[src/rtl/zmips_wb_queue_pkg.sv]
// Shared zmips definitions used by the write-back queue: register file geometry,
// the reserved PC addresses and the queued write-back entry.
package zmips_pkg;

    localparam int XLEN       = 32;
    localparam int REG_ADDR_W = 5;

    localparam logic [REG_ADDR_W-1:0] REG_PC_ADDR     = 5'b11110;
    localparam logic [REG_ADDR_W-1:0] REG_PCSAVE_ADDR = 5'b11111;

    typedef struct packed {
        logic [REG_ADDR_W-1:0] addr;
        logic [XLEN-1:0]       data;
    } wb_entry_t;

    // r30 and r31 share the upper four address bits, so one compare excludes both.
    function automatic logic is_writable_reg(input logic [REG_ADDR_W-1:0] addr);
        return addr[REG_ADDR_W-1:1] != REG_PC_ADDR[REG_ADDR_W-1:1];
    endfunction

endpackage

[src/rtl/zmips_wb_queue_if.sv]
// Producer, regfile-write and forwarding signals of the zmips write-back queue.
// The master side drives results and lookup addresses; the slave side is the queue.
interface zmips_wb_queue_if;
    import zmips_pkg::*;

    logic                  mem_valid;
    logic [REG_ADDR_W-1:0] mem_addr;
    logic [XLEN-1:0]       mem_data;
    logic                  mem_ready;

    logic                  alu_valid;
    logic [REG_ADDR_W-1:0] alu_addr;
    logic [XLEN-1:0]       alu_data;
    logic                  alu_ready;

    logic                  wr;
    logic [REG_ADDR_W-1:0] wr_addr;
    logic [XLEN-1:0]       wr_data;

    logic [REG_ADDR_W-1:0] fwd_addr_0;
    logic [REG_ADDR_W-1:0] fwd_addr_1;
    logic                  fwd_hit_0;
    logic [XLEN-1:0]       fwd_data_0;
    logic                  fwd_hit_1;
    logic [XLEN-1:0]       fwd_data_1;

    logic                  wb_empty;

    modport master (
        output mem_valid, mem_addr, mem_data,
        output alu_valid, alu_addr, alu_data,
        output fwd_addr_0, fwd_addr_1,
        input  mem_ready, alu_ready,
        input  wr, wr_addr, wr_data,
        input  fwd_hit_0, fwd_data_0, fwd_hit_1, fwd_data_1,
        input  wb_empty
    );

    modport slave (
        input  mem_valid, mem_addr, mem_data,
        input  alu_valid, alu_addr, alu_data,
        input  fwd_addr_0, fwd_addr_1,
        output mem_ready, alu_ready,
        output wr, wr_addr, wr_data,
        output fwd_hit_0, fwd_data_0, fwd_hit_1, fwd_data_1,
        output wb_empty
    );

endinterface

[src/rtl/zmips_wb_fifo.sv]
// In-order circular buffer with a two-entry enqueue port (port 0 is older) and one
// dequeue port. With ZMIPS_WB_FWD_EN defined, raw storage and head are exported for lookup.
module zmips_wb_fifo
    import zmips_pkg::*;
#(
    parameter  int DEPTH = 4,
    localparam int PTR_W = $clog2(DEPTH)
) (
    input  logic             clk,
    input  logic             rst,
    input  logic             push0_i,
    input  wb_entry_t        entry0_i,
    input  logic             push1_i,
    input  wb_entry_t        entry1_i,
    input  logic             pop_i,
    output wb_entry_t        head_o,
    output logic [PTR_W:0]   count_o
`ifdef ZMIPS_WB_FWD_EN
   ,output logic [PTR_W-1:0] head_ptr_o,
    output wb_entry_t        slots_o [DEPTH]
`endif
);

    localparam logic [PTR_W-1:0] PTR_ONE = PTR_W'(1);

    logic [PTR_W-1:0] head_q, head_d;
    logic [PTR_W-1:0] tail_q, tail_d;
    logic [PTR_W-1:0] tail_p1;
    logic [PTR_W:0]   count_q, count_d;
    wb_entry_t        slots_q [DEPTH];

    // Power-of-two depth lets the pointers wrap by plain overflow.
    assign tail_p1 = tail_q + PTR_ONE;

    always_comb begin
        head_d  = pop_i ? head_q + PTR_ONE : head_q;
        tail_d  = tail_q + PTR_W'(push0_i) + PTR_W'(push1_i);
        count_d = count_q + (PTR_W+1)'(push0_i) + (PTR_W+1)'(push1_i)
                - (PTR_W+1)'(pop_i);
    end

    always_ff @(posedge clk) begin
        if (rst) begin
            head_q  <= '0;
            tail_q  <= '0;
            count_q <= '0;
        end else begin
            head_q  <= head_d;
            tail_q  <= tail_d;
            count_q <= count_d;
        end
    end

    // Storage needs no reset: only slots inside the head..count window are ever read.
    always_ff @(posedge clk) begin
        if (push0_i) begin
            slots_q[tail_q] <= entry0_i;
        end
        if (push1_i) begin
            slots_q[push0_i ? tail_p1 : tail_q] <= entry1_i;
        end
    end

    assign head_o  = slots_q[head_q];
    assign count_o = count_q;

`ifdef ZMIPS_WB_FWD_EN
    assign head_ptr_o = head_q;
    assign slots_o    = slots_q;
`endif

endmodule

[src/rtl/zmips_wb_queue.sv]
// Write-back queue for the zmips regfile write port: mem/ALU enqueue, one drain per cycle.
// Define ZMIPS_WB_FWD_EN to build the forwarding lookup; otherwise fwd outputs are 0.
module zmips_wb_queue
    import zmips_pkg::*;
#(
    parameter  int DEPTH = 4,
    localparam int PTR_W = $clog2(DEPTH)
) (
    input  logic            clk,
    input  logic            rst,
    zmips_wb_queue_if.slave bus
);

    localparam logic [PTR_W:0] MEM_LIMIT = (PTR_W+1)'(DEPTH - 1);
    localparam logic [PTR_W:0] ALU_LIMIT = (PTR_W+1)'(DEPTH - 2);

    logic [PTR_W:0] count;
    wb_entry_t      head_entry;
    wb_entry_t      mem_entry;
    wb_entry_t      alu_entry;
    logic           mem_ready;
    logic           alu_ready;
    logic           mem_push;
    logic           alu_push;
    logic           pending;

    // Ready depends on count alone, and the ALU limit is one lower so both fit at once.
    assign mem_ready = count <= MEM_LIMIT;
    assign alu_ready = count <= ALU_LIMIT;

    // Results for r30/r31 complete the handshake but are dropped here.
    assign mem_push  = bus.mem_valid & mem_ready & is_writable_reg(bus.mem_addr);
    assign alu_push  = bus.alu_valid & alu_ready & is_writable_reg(bus.alu_addr);
    assign mem_entry = '{addr: bus.mem_addr, data: bus.mem_data};
    assign alu_entry = '{addr: bus.alu_addr, data: bus.alu_data};
    assign pending   = count != '0;

`ifdef ZMIPS_WB_FWD_EN
    logic [PTR_W-1:0] head_ptr;
    wb_entry_t        slots [DEPTH];
`endif

    zmips_wb_fifo #(.DEPTH(DEPTH)) u_fifo (
        .clk        (clk),
        .rst        (rst),
        .push0_i    (mem_push),
        .entry0_i   (mem_entry),
        .push1_i    (alu_push),
        .entry1_i   (alu_entry),
        .pop_i      (pending),
        .head_o     (head_entry),
        .count_o    (count)
`ifdef ZMIPS_WB_FWD_EN
       ,.head_ptr_o (head_ptr),
        .slots_o    (slots)
`endif
    );

    assign bus.mem_ready = mem_ready;
    assign bus.alu_ready = alu_ready;
    assign bus.wr        = pending & ~rst;
    assign bus.wr_addr   = bus.wr ? head_entry.addr : '0;
    assign bus.wr_data   = bus.wr ? head_entry.data : '0;
    assign bus.wb_empty  = ~pending | rst;

`ifdef ZMIPS_WB_FWD_EN
    logic [DEPTH-1:0] live;
    logic [DEPTH-1:0] hit0_vec;
    logic [DEPTH-1:0] hit1_vec;
    wb_entry_t        aged [DEPTH];

    // Index gi is age order: 0 is the head (oldest), higher gi is younger.
    generate
        for (genvar gi = 0; gi < DEPTH; gi++) begin : g_age
            logic [PTR_W-1:0] idx;
            assign idx          = head_ptr + PTR_W'(gi);
            assign aged[gi]     = slots[idx];
            assign live[gi]     = (PTR_W+1)'(gi) < count;
            assign hit0_vec[gi] = live[gi] && (aged[gi].addr == bus.fwd_addr_0);
            assign hit1_vec[gi] = live[gi] && (aged[gi].addr == bus.fwd_addr_1);
        end
    endgenerate

    always_comb begin
        bus.fwd_hit_0  = 1'b0;
        bus.fwd_data_0 = '0;
        bus.fwd_hit_1  = 1'b0;
        bus.fwd_data_1 = '0;
        if (!rst) begin
            // Later (younger) matches overwrite earlier ones.
            for (int i = 0; i < DEPTH; i++) begin
                if (hit0_vec[i] && is_writable_reg(bus.fwd_addr_0)) begin
                    bus.fwd_hit_0  = 1'b1;
                    bus.fwd_data_0 = aged[i].data;
                end
                if (hit1_vec[i] && is_writable_reg(bus.fwd_addr_1)) begin
                    bus.fwd_hit_1  = 1'b1;
                    bus.fwd_data_1 = aged[i].data;
                end
            end
        end
    end
`else
    logic fwd_addr_unused;

    // Without forwarding, decode stalls on wb_empty; lookup addresses are ignored.
    assign fwd_addr_unused = ^{bus.fwd_addr_0, bus.fwd_addr_1};
    assign bus.fwd_hit_0   = 1'b0;
    assign bus.fwd_data_0  = '0;
    assign bus.fwd_hit_1   = 1'b0;
    assign bus.fwd_data_1  = '0;
`endif

endmodule

[src/flat_wrapper.sv]
// flat-port wrapper written by rule: the top's interface ports become plain ports
module zmips_wb_queue_flat import zmips_pkg::*;
#(
    parameter  int DEPTH = 4,
    localparam int PTR_W = $clog2(DEPTH)
)
  (clk, rst, bus_mem_valid, bus_mem_addr, bus_mem_data, bus_alu_valid, bus_alu_addr, bus_alu_data, bus_fwd_addr_0, bus_fwd_addr_1, bus_mem_ready, bus_alu_ready, bus_wr, bus_wr_addr, bus_wr_data, bus_fwd_hit_0, bus_fwd_data_0, bus_fwd_hit_1, bus_fwd_data_1, bus_wb_empty);
  zmips_wb_queue_if bus_i ();
  input  logic clk;
  input  logic rst;
  input wire logic [$bits(bus_i.mem_valid)-1:0] bus_mem_valid;
  input wire logic [$bits(bus_i.mem_addr)-1:0] bus_mem_addr;
  input wire logic [$bits(bus_i.mem_data)-1:0] bus_mem_data;
  input wire logic [$bits(bus_i.alu_valid)-1:0] bus_alu_valid;
  input wire logic [$bits(bus_i.alu_addr)-1:0] bus_alu_addr;
  input wire logic [$bits(bus_i.alu_data)-1:0] bus_alu_data;
  input wire logic [$bits(bus_i.fwd_addr_0)-1:0] bus_fwd_addr_0;
  input wire logic [$bits(bus_i.fwd_addr_1)-1:0] bus_fwd_addr_1;
  output wire logic [$bits(bus_i.mem_ready)-1:0] bus_mem_ready;
  output wire logic [$bits(bus_i.alu_ready)-1:0] bus_alu_ready;
  output wire logic [$bits(bus_i.wr)-1:0] bus_wr;
  output wire logic [$bits(bus_i.wr_addr)-1:0] bus_wr_addr;
  output wire logic [$bits(bus_i.wr_data)-1:0] bus_wr_data;
  output wire logic [$bits(bus_i.fwd_hit_0)-1:0] bus_fwd_hit_0;
  output wire logic [$bits(bus_i.fwd_data_0)-1:0] bus_fwd_data_0;
  output wire logic [$bits(bus_i.fwd_hit_1)-1:0] bus_fwd_hit_1;
  output wire logic [$bits(bus_i.fwd_data_1)-1:0] bus_fwd_data_1;
  output wire logic [$bits(bus_i.wb_empty)-1:0] bus_wb_empty;
  assign bus_i.mem_valid = bus_mem_valid;
  assign bus_i.mem_addr = bus_mem_addr;
  assign bus_i.mem_data = bus_mem_data;
  assign bus_i.alu_valid = bus_alu_valid;
  assign bus_i.alu_addr = bus_alu_addr;
  assign bus_i.alu_data = bus_alu_data;
  assign bus_i.fwd_addr_0 = bus_fwd_addr_0;
  assign bus_i.fwd_addr_1 = bus_fwd_addr_1;
  assign bus_mem_ready = bus_i.mem_ready;
  assign bus_alu_ready = bus_i.alu_ready;
  assign bus_wr = bus_i.wr;
  assign bus_wr_addr = bus_i.wr_addr;
  assign bus_wr_data = bus_i.wr_data;
  assign bus_fwd_hit_0 = bus_i.fwd_hit_0;
  assign bus_fwd_data_0 = bus_i.fwd_data_0;
  assign bus_fwd_hit_1 = bus_i.fwd_hit_1;
  assign bus_fwd_data_1 = bus_i.fwd_data_1;
  assign bus_wb_empty = bus_i.wb_empty;
  zmips_wb_queue #(.DEPTH(DEPTH)) u_core (.clk(clk), .rst(rst), .bus(bus_i));
endmodule
[config.mk]
export PLATFORM = sky130hd
export DESIGN_NAME = zmips_wb_queue_flat
export DESIGN_NICKNAME = d
export VERILOG_FILES = /design/src/rtl/zmips_wb_queue_pkg.sv /design/src/rtl/zmips_wb_queue_if.sv /design/src/rtl/zmips_wb_fifo.sv /design/src/rtl/zmips_wb_queue.sv /design/src/flat_wrapper.sv
export SDC_FILE = /design/constraint.sdc
export NUM_CORES = 1
export LEC_CHECK = 0
export ABC_AREA = 0
export ABC_CLOCK_PERIOD_IN_PS = 3800
export CORE_MARGIN = 3
export CORE_UTILIZATION = 51
export CTS_BUF_LIST = sky130_fd_sc_hd__clkbuf_16
export DETAILED_ROUTE_END_ITERATION = 10
export GPL_TIMING_DRIVEN = 0
export PLACE_DENSITY = 0.8
export SYNTH_ARGS = -nofsm -noshare
export SYNTH_HDL_FRONTEND = slang
export SYNTH_HIERARCHICAL = 1
export SYNTH_SLANG_ARGS = --single-unit
[constraint.sdc]
create_clock -name clk -period 3.8 [get_ports clk]
set_clock_uncertainty 0.05 [all_clocks]
set_input_delay 0.38 -clock clk [delete_from_list [all_inputs] [get_ports clk]]
set_output_delay 0.38 -clock clk [all_outputs]
set_load 0.02 [all_outputs]
==> flow_summary.ini <==
[pwr]
intPower_mw = 5.17
power.density_mw_per_mm2 = 690
leakagePower_nw = 4.12
clkPwrFrac = 0.206
p_comb_frac = 0.433
p_total_mw = 7.57
p_sw_frac = 0.318
ir_drop_mv = 0.484
power_frac_seq = 0.361
p_sw_mw = 2.41

[synth]
ys_warn_count = 6
netlist-cell-type-count = 28
ys_dominant_reg_cell = edfxtp_1
synth_seq_cells = 157
synthArstFlopShare = 0
syn-mean-instance-area_um2 = 16.2
synthCells = 533
syn_area_mm2 = 0.00865
synth_edf_count = 148
yosysSeqAreaShare = 0.534

[worst_setup_path]
rrSetupSlack_ns = 0.91
path_common_cell = clkbuf_1
required_ns = 3.37
endpoint_kind = output pin
reg2reg_from = u_core/u_fifo/count_o[2]
cp_max_fo = 10
ff2ff_path_depth = 9
crit_chain = clkbuf_1 > clkbuf_1 > mux4_2 > nor3b_1 > clkdlybuf4s50_1
cp.arrival_ns = 3.21
crit_family = buffers and inverters
r2r_end = u_core/u_fifo/slots_q[3][25]
critPathMaxStageDelay_ns = 0.67
crit_path_start_kind = register
cp.buffers_inverters = 3
worstSetupPathType = register to output pin
crit_slowest_cell = clkdlybuf4s50_1

[run]
drv_cap = 0

[layout]
area_growth_pct = 26.8
stdcell_area_mm2 = 0.0110
diodes = 0
final_common_cell = edfxtp_1
drive_gt1_frac = 0.413
stdcell_count = 966
final_cell_mix = edfxtp_1, clkdlybuf4s50_1, mux2_2, buf_4, conb_1
final_util = 0.676
fillerInstances = 1109
layout.nets = 835

[status]
status = finished clean

[sta]
relSlewSlack = 0.502
worstMarginPinSlew_ns = 0.748
slew_violations = 0
fmax_mhz = 275
timing.final.setup_violations = 0
hold_slack_ns = 0.503
finalHoldViolCount = 0
rsz0062_at_grt = no
fin_crit_ns = 3.64
post-route-period-util = 0.957

[global_routing]
grtUsageMet3 = 0.0544
grtUsageMet1 = 0.252
grt.overflow.total = 0
grt_pass1_vias = 5422
track_usage = 0.213
grt_pass1_wl_um = 29200
antenna_found_initial = 0
use_met2 = 0.372
grt_max_degree = 29
busiest_layer = met2

[drt]
drt_iter0_markers = 325
wirelength_um = 19500
dr.pass1.iters = 4
drt-wirelength-per-cell_um = 20.2
vias = 5155
vias_per_cell = 5.34
drtAntennaViolNets = 0
drc = 0

[cts]
cts_sinks = 157
numCtsBuffers = 17
clk_latency_ns = 0.42
htreeDepth = 4
cts_setup_buffers = 0
clockBufferDepth = 2
tritoncts = built
ctsResizeCount = 0
hold_buffers = 0
cts_root_buffer = clkbuf_16
cts.clk_slew.worst_paths_ns = 0.05

[floorplanning]
start_util = 0.533
num_io_pins = 195
num_rows = 46
die_w_um = 136
die_height_um = 136
die_area_mm2 = 0.0186
core_mm2 = 0.0162

[placed_design]
hpwl_um = 13100
numPortBuffers = 118
placed_area_mm2 = 0.0104
dp.cells = 936
globalplace.congestion = 0.743

[worst_hold_path]
hold_class = register to register
hold_start = u_core/u_fifo/head_q[1]
min_to = u_core/u_fifo/head_q[1]
hold_depth = 2
-- cell type report --
class	count	area [µm²]	share of cell area
inverter	9	33.8	0.00308
clock inverter	13	111	0.0101
timing repair buffer	122	1260	0.115
clock buffer	17	425	0.0388
multi-input combinational	333	3530	0.321
sequential	157	4620	0.421
buffer	99	719	0.0656
tap	216	270	0.0246
-- synth_stat cells, types with 2 or more instances --
library cell,n,area share
edfxtp_1,148,0.51
buf_6,7,0.0091
o22ai_1,2,0.0014
buf_4,75,0.065
clkbuf_1,6,0.0026
ha_1,5,0.0072
mux4_2,37,0.096
fa_1,3,0.0069
nor2b_1,2,0.0014
dfxtp_1,9,0.021
nand2_1,7,0.0030
buf_2,11,0.0064
a21o_1,2,0.0017
xor2_1,2,0.0020
nor3b_1,37,0.032
xnor2_1,3,0.0030
nand4_1,2,0.0014
nor2_1,7,0.0030
inv_1,9,0.0039
mux2_2,110,0.14
mux2_4,38,0.066
and3_1,2,0.0014
nand2b_1,3,0.0022
o32a_1,2,0.0023
-- flip-flops by register name, summed over array words and instances, names as in the netlist, named ones only --
| register | cells |
|---|---|
| u_core/u_fifo/slots_q | 148 |
| u_core/u_fifo/count_o | 3 |
| u_core/u_fifo/head_q | 2 |
| u_core/u_fifo/tail_q | 2 |
-- worst max-delay path by stage --
stage,cells past startpoint,from,to
floorplan,7,u_core/u_fifo/count_o[0],u_core/u_fifo/slots_q[0][0]
global placement,9,bus_mem_addr[2],u_core/u_fifo/slots_q[2][8]
detailed placement,10,bus_mem_addr[2],u_core/u_fifo/slots_q[3][14]
CTS,5,register,bus_wr_data[23]
global route,5,register,bus_wr_data[15]
finish,5,register,bus_wr_data[15]
-- metal layers --
metal | up-vias | wire, µm
met4 | 0 | 412
met3 | 35 | 1660
met5 | - | 0
li1 | 2338 | -
met2 | 235 | 10100
met1 | 2547 | 7310
-- worst min-delay path, cell delays in order (launching register included) --
cell     delay [ns]
dfxtp_1        0.32
xor2_1         0.07
nor2_1         0.12
-- power groups by stage --
| stage | clock, mW | sequential, mW | combinational, mW |
|---|---|---|---|
| 2_1_floorplan | 0 | 2.73 | 2.20 |
| 3_3_place_gp | 0 | 2.77 | 3.14 |
| 3_5_place_dp | 0 | 2.77 | 3.29 |
| 4_1_cts | 1.58 | 2.74 | 3.30 |
| 5_1_grt | 1.65 | 2.77 | 3.49 |
| 6_report | 1.56 | 2.74 | 3.28 |
-- per-stage QoR --
step                      setup WS [ns]  TNS (ns)
final                             0.164         0
after global routing             0.0982         0
after CTS                         0.153         0
after detailed placement          0.371         0
after global placement           -0.476    -65.10
after floorplan                   0.826         0
-- kinds of logic (layout without fill, tap and decap cells) --
kind of cell             after synthesis  after routing  share of synthesized area
XOR/XNOR                               5              5                    0.00506
buffers and inverters                108            260                     0.0871
multiplexers                         185            185                      0.305
flip-flops                           157            157                      0.534
AND/OR/NAND/NOR                       62             62                     0.0473
other                                  1             66                   0.000433
adder cells (fa/ha/maj)                8              8                     0.0142
AO/OA/AOI/OAI                          7              7                    0.00607
(Power assumes the default switching activity.)
